## src/rtl/dest_track_if.sv

```systemverilog
// Bundles the ID-stage destination/source fields and the published
// destination-tracking outputs into one port.
// Ports: ID fields and Flush flow master->slave; EX/MEM/WB dests, labels,
//        WB write enable, Stall and StallCount flow slave->master.
interface dest_track_if #(
   parameter int AW     = 5,
   parameter int SCNT_W = 16
);
   logic [AW-1:0]     IDrs;
   logic [AW-1:0]     IDrt;
   logic              IDuseRt;
   logic [AW-1:0]     IDRDaddr;
   logic              IDRegWrite;
   logic              IDMemRead;
   logic              IDLabel;
   logic              Flush;

   logic [AW-1:0]     EXRDaddr;
   logic [AW-1:0]     MemRDaddr;
   logic [AW-1:0]     RDaddr;
   logic              WBRegWrite;
   logic              MemLabel;
   logic              WBLabel;
   logic              Stall;
   logic [SCNT_W-1:0] StallCount;

   modport master (
      output IDrs, IDrt, IDuseRt, IDRDaddr, IDRegWrite, IDMemRead, IDLabel, Flush,
      input  EXRDaddr, MemRDaddr, RDaddr, WBRegWrite, MemLabel, WBLabel,
             Stall, StallCount
   );

   modport slave (
      input  IDrs, IDrt, IDuseRt, IDRDaddr, IDRegWrite, IDMemRead, IDLabel, Flush,
      output EXRDaddr, MemRDaddr, RDaddr, WBRegWrite, MemLabel, WBLabel,
             Stall, StallCount
   );
endinterface

```

## src/rtl/dest_track_pipe.sv

```systemverilog
// Carries {rd, we, ld, lab} of each in-flight instruction through EX, MEM, WB
// and raises the one-cycle load-use interlock; outputs are registered except
// Stall, which is combinational from EX state and the ID fields.
// Ports: clk, reset (async, active-low), io (dest_track_if.slave).
module dest_track_pipe #(
   parameter int AW     = 5,
   parameter int SCNT_W = 16
) (
   input  logic       clk,
   input  logic       reset,
   dest_track_if.slave io
);

   typedef struct packed {
      logic [AW-1:0] rd;
      logic          we;
      logic          ld;
      logic          lab;
   } stage_t;

   stage_t            ex_q;
   stage_t            mem_q;
   stage_t            wb_q;
   stage_t            id_stage;
   logic [SCNT_W-1:0] cnt_q;
   logic              hazard;
   logic              stall;

   assign id_stage = '{rd: io.IDRDaddr, we: io.IDRegWrite, ld: io.IDMemRead, lab: io.IDLabel};

   // A load to r0 never produces a value, so it cannot create a hazard.
   assign hazard = ex_q.we && ex_q.ld && (ex_q.rd != '0) &&
                   ((io.IDrs == ex_q.rd) || (io.IDuseRt && (io.IDrt == ex_q.rd)));

   // A squashed ID instruction consumes nothing, so flush overrides the stall.
   assign stall = hazard && !io.Flush;

   always_ff @(posedge clk or negedge reset) begin
      if (!reset) begin
         ex_q  <= '0;
         mem_q <= '0;
         wb_q  <= '0;
         cnt_q <= '0;
      end else begin
         wb_q  <= mem_q;
         mem_q <= ex_q;
         ex_q  <= (stall || io.Flush) ? stage_t'('0) : id_stage;
         if (stall && (cnt_q != {SCNT_W{1'b1}}))
            cnt_q <= cnt_q + 1'b1;
      end
   end

   // Non-writing stages publish 0 so the bypass compare falls back to the
   // register file.
   assign io.EXRDaddr   = ex_q.we  ? ex_q.rd  : '0;
   assign io.MemRDaddr  = mem_q.we ? mem_q.rd : '0;
   assign io.RDaddr     = wb_q.we  ? wb_q.rd  : '0;
   assign io.WBRegWrite = wb_q.we && (wb_q.rd != '0);
   assign io.MemLabel   = mem_q.lab;
   assign io.WBLabel    = wb_q.lab;
   assign io.Stall      = stall;
   assign io.StallCount = cnt_q;

endmodule
```

## src/flat_wrapper.sv

```systemverilog
// flat-port wrapper written by rule: the top's interface ports become plain ports
module dest_track_pipe_flat 
#(
   parameter int AW     = 5,
   parameter int SCNT_W = 16
)
  (clk, reset, io_IDrs, io_IDrt, io_IDuseRt, io_IDRDaddr, io_IDRegWrite, io_IDMemRead, io_IDLabel, io_Flush, io_EXRDaddr, io_MemRDaddr, io_RDaddr, io_WBRegWrite, io_MemLabel, io_WBLabel, io_Stall, io_StallCount);
  dest_track_if #(.AW(AW), .SCNT_W(SCNT_W)) io_i ();
  input  logic clk;
  input  logic reset;
  input wire logic [$bits(io_i.IDrs)-1:0] io_IDrs;
  input wire logic [$bits(io_i.IDrt)-1:0] io_IDrt;
  input wire logic [$bits(io_i.IDuseRt)-1:0] io_IDuseRt;
  input wire logic [$bits(io_i.IDRDaddr)-1:0] io_IDRDaddr;
  input wire logic [$bits(io_i.IDRegWrite)-1:0] io_IDRegWrite;
  input wire logic [$bits(io_i.IDMemRead)-1:0] io_IDMemRead;
  input wire logic [$bits(io_i.IDLabel)-1:0] io_IDLabel;
  input wire logic [$bits(io_i.Flush)-1:0] io_Flush;
  output wire logic [$bits(io_i.EXRDaddr)-1:0] io_EXRDaddr;
  output wire logic [$bits(io_i.MemRDaddr)-1:0] io_MemRDaddr;
  output wire logic [$bits(io_i.RDaddr)-1:0] io_RDaddr;
  output wire logic [$bits(io_i.WBRegWrite)-1:0] io_WBRegWrite;
  output wire logic [$bits(io_i.MemLabel)-1:0] io_MemLabel;
  output wire logic [$bits(io_i.WBLabel)-1:0] io_WBLabel;
  output wire logic [$bits(io_i.Stall)-1:0] io_Stall;
  output wire logic [$bits(io_i.StallCount)-1:0] io_StallCount;
  assign io_i.IDrs = io_IDrs;
  assign io_i.IDrt = io_IDrt;
  assign io_i.IDuseRt = io_IDuseRt;
  assign io_i.IDRDaddr = io_IDRDaddr;
  assign io_i.IDRegWrite = io_IDRegWrite;
  assign io_i.IDMemRead = io_IDMemRead;
  assign io_i.IDLabel = io_IDLabel;
  assign io_i.Flush = io_Flush;
  assign io_EXRDaddr = io_i.EXRDaddr;
  assign io_MemRDaddr = io_i.MemRDaddr;
  assign io_RDaddr = io_i.RDaddr;
  assign io_WBRegWrite = io_i.WBRegWrite;
  assign io_MemLabel = io_i.MemLabel;
  assign io_WBLabel = io_i.WBLabel;
  assign io_Stall = io_i.Stall;
  assign io_StallCount = io_i.StallCount;
  dest_track_pipe #(.AW(AW), .SCNT_W(SCNT_W)) u_core (.clk(clk), .reset(reset), .io(io_i));
endmodule
```

## config.mk

```make
export PLATFORM = sky130hd
export DESIGN_NAME = dest_track_pipe_flat
export DESIGN_NICKNAME = d
export VERILOG_FILES = /design/src/rtl/dest_track_if.sv /design/src/rtl/dest_track_pipe.sv /design/src/flat_wrapper.sv
export SDC_FILE = /design/constraint.sdc
export NUM_CORES = 1
export LEC_CHECK = 0
export ABC_AREA = 1
export CORE_MARGIN = 5
export CORE_UTILIZATION = 45
export CTS_CLUSTER_DIAMETER = 30
export CTS_CLUSTER_SIZE = 10
export DETAILED_ROUTE_END_ITERATION = 10
export PLACE_DENSITY = 0.84
export SLEW_MARGIN = 20
export SYNTH_ARGS = -nofsm -noshare
export SYNTH_HDL_FRONTEND = slang
export SYNTH_SLANG_ARGS = --single-unit
```

## constraint.sdc

```tcl
create_clock -name clk -period 2.1 [get_ports clk]
set_input_delay 0.42 -clock clk [delete_from_list [all_inputs] [get_ports clk]]
set_output_delay 0.42 -clock clk [all_outputs]
set_load 0.02 [all_outputs]
```

==> key figures <==
Status
  – Status: finished clean

CTS
  – # H-tree levels: 2
  – Clock sink count: 38
  – Clock transition at path regs: 0.07 ns
  – Post CTS Setup Buffer Count: 0
  – Root Buffer: clkbuf_8
  – CTS tree: built
  – Clock latency on the worst-skew pair: 0.28 ns
  – Inserted Clock Buffers: 5
  – CTS max path bufs: 2
  – Post-CTS Hold Buffers: 0

Die
  – Starting Density: 0.475
  – Total Die Area: 5720 µm²
  – IO Pins: 57
  – Chip Height: 75.7 µm
  – CORE AREA: 4090 µm²
  – Horiz. Die Dim: 75.7 µm
  – # rows: 23

Setup path
  – CP arrival: 1.58 ns
  – Buf+Inv Stages, Crit Path: 4
  – RR Endpoint: u_core.io.StallCount[13]
  – Critical-path top delay cell: clkdlybuf4s50_1
  – Max FO, Critical Path: 2
  – Critical path class: in2out
  – Reg2reg path depth: 9
  – CP Capture Type: output pin
  – WP data required: 1.68 ns
  – Most used cell, CP: nand2_1
  – Crit-path cells: clkdlybuf4s50_1 -> inv_1 -> nand2_1 -> nand2_1 -> nor2_1 -> nand3_1 -> nand2_2 -> nand3_2 -> inv_2 -> buf_6
  – CP delay by family, top: buffers and inverters
  – R2R Setup Slk: 0.31 ns
  – Reg-to-reg startpoint: u_core.io.StallCount[0]
  – Type of origin of the critical path: input pin
  – Worst path max stage delay: 0.48 ns

Global routing
  – Vias in the first global route: 1571
  – Largest net degree at the start of global routing: 39
  – Initial antenna violation count: 0
  – Grt total ovfl: 0
  – GRT Resource Usage Total: 0.155
  – First-pass GRT wire length: 6830 µm

Yosys
  – Xor/xnor share of the synthesized area: 0.0677
  – Post-synth net total: 278
  – Synth area leader: dfrtp_1
  – Simple-Gate Fraction of Synth Area: 0.337
  – Multiplexer share of the synthesized area: 0
  – Yosys top cell area share: 0.490
  – Post-Synthesis Cells: 255
  – Synth Area per Inst: 7.61 µm²
  – Complex-gate fraction of the synthesized area: 0.00258
  – Post-synthesis sequential area ratio: 0.490
  – Post-Synth Adder-Cell Area: 0.00645
  – Largest cells by area after synthesis: dfrtp_1 (49%), nand2_1 (21%), inv_1 (7.7%), nor2_1 (5.0%), xnor2_1 (5.0%)
  – Ys Warns: 0
  – Yosys cell types: 19
  – Syn Std Cell Area: 1940 µm²
  – Yosys reg bits: 38
  – Largest family of logic cells by synthesized area: simple AND/OR/NAND/NOR gates

Detailed routing
  – Post-route ant nets: 0
  – Vias: 1701
  – Avg WL per Cell: 10.9 µm
  – Total Wirelength: 4070 µm
  – First-pass DRT Iterations: 4
  – First DRT Iteration DRCs: 99
  – DR vias/cell: 4.55
  – Residual DRC count: 0

Power
  – Power density over cell area: 535 nW/µm²
  – LEAKAGE: 1.50 nW
  – Power Total: 1.44 mW
  – Max rail drop VDD: 334 µV

Final layout
  – Synth-to-Final Area Change: 38.8%
  – Layout Utilization: 0.659
  – Layout cells sized above 1: 0.0957
  – Reg area: 951 µm²
  – # nets final: 346
  – ANT cells: 0
  – Area of the multi-input gates: 803 µm²
  – Fillers: 363

STA
  – Slew @ Worst Pin: 0.795 ns
  – Hold Vio Cnt, Final: 0
  – Period utilization: 0.953
  – RSZ-0062 raised after global routing: false
  – Final Setup Violations: 0
  – Final clock skew: 0.00472 ns
  – Slew HR: 0.470
  – Max-slew violation count: 0
  – Tmin final: 2.00 ns
  – Fmax: 0.500 GHz
  – PnR worst setup slack: 0.0991 ns

Worst hold path
  – Worst hold path class: in2async

Run
  – MaxCap Viol Count: 0

Placement
  – HPWL Detailed: 3290 µm
  – IO buf count: 56
  – GP Congestion: 0.823
  – Setup WS pre-CTS: -0.395 ns
## what timing repair did
action,in CTS,in global routing
gates resized for setup,6,7
cloned,0,0
endpoints found under the setup margin,2,2
pin swaps,0,3
## worst reg2reg max path: cells and delay by family, from the launching register on
family	cells	cell delay, ns
buffers and inverters	1	0.17
AND/OR/NAND/NOR	7	0.82
flip-flops	1	0.45
adder cells (fa/ha/maj)	1	0.24
## cell type report
cell class / instances / share of cell area
clock buffer: 6 / 0.0307
multi-input combinational: 170 / 0.298
tap: 50 / 0.0232
clock inverter: 2 / 0.00465
inverter: 45 / 0.0627
sequential: 38 / 0.353
timing repair buffer: 63 / 0.227
## metrics by stage
stage / instance area (µm²) / TNS [ns] / std cells / hold slack (ns)
global placement: 2590 / -0.386 / 366 / 0.339
global route: 2690 / 0 / 374 / 0.309
detailed placement: 2590 / -0.395 / 366 / 0.346
CTS: 2680 / 0 / 374 / 0.242
finish: 2690 / 0 / 374 / 0.217
floorplan: 1940 / 0 / 255 / 0.124
## cells in the mapped netlist
master and number:
nand2_2 1, or4_1 1, nand3_2 2, ha_1 1, nand4_1 4, o21ai_0 1, dfrtp_1 38, xnor2_1 11
buf_6 1, inv_1 40, inv_2 5, nor2_1 26, nand2_1 107, buf_2 1, nor4_4 1, nand3_1 8
nand4_2 1, xor2_1 4, nor2_4 2
## kinds of logic after synthesis
logic type | Yosys count
xor gates and xnor gates | 15
AOI/OAI and AO/OA | 1
DFF | 38
and+or+nand+nor | 153
buffers and inverters | 47
adders and majority gates | 1
## registers in the layout, summed over array words and instances (netlist names)
signal and cells:
u_core.io.StallCount 16, u_core.ex_q 8, u_core.mem_q 6, u_core.wb_q 6
u_core.io.MemLabel 1, u_core.io.WBLabel 1
## how the worst max path moves through the flow
stage	from	to	slack, ns	cells after the start
global route	io_IDrs[1]	io_Stall	0.006	10
finish	io_IDrs[4]	io_Stall	0.1	10
CTS	u_core.wb_q[6]	io_WBRegWrite	0.02	4
detailed placement	io_IDrt[4]	io_Stall	-0.39	10
floorplan	u_core.io.StallCount[0]	u_core.io.StallCount[13]	0.37	9
global placement	io_IDrt[4]	io_Stall	-0.39	10
## per-layer routing
| metal | wire, µm | vias to the layer above | global-route usage |
|---|---|---|---|
| li1 | - | 884 | - |
| met1 | 1790 | 779 | 0.193 |
| met2 | 2040 | 33 | 0.264 |
| met3 | 188 | 5 | 0.0264 |
| met4 | 53 | 0 | 0.0680 |
| met5 | 0 | - | 0 |
## cell usage in the layout (no fill, tap or decap), types with 2 or more instances in the layout
cell	Yosys	layout
inv_1	40	39
clkdlybuf4s50_1	0	50
xor2_1	4	4
nor2_1	26	26
dfrtp_1	38	38
inv_2	5	6
nand3_1	8	8
clkbuf_8	0	6
nand2_1	107	107
xnor2_1	11	11
nand4_1	4	4
dlymetal6s2s_1	0	3
buf_4	0	7
nand3_2	2	2
nor2_4	2	2
## power breakdown
group / switching (mW) / total (mW) / internal [mW]
combinational: 0.0738 / 0.151 / 0.0771
clock: 0.246 / 0.510 / 0.264
sequential: 0.0239 / 0.779 / 0.755
total: 0.344 / 1.44 / 1.10
No activity file was read; power rests on OpenSTA's default activity.
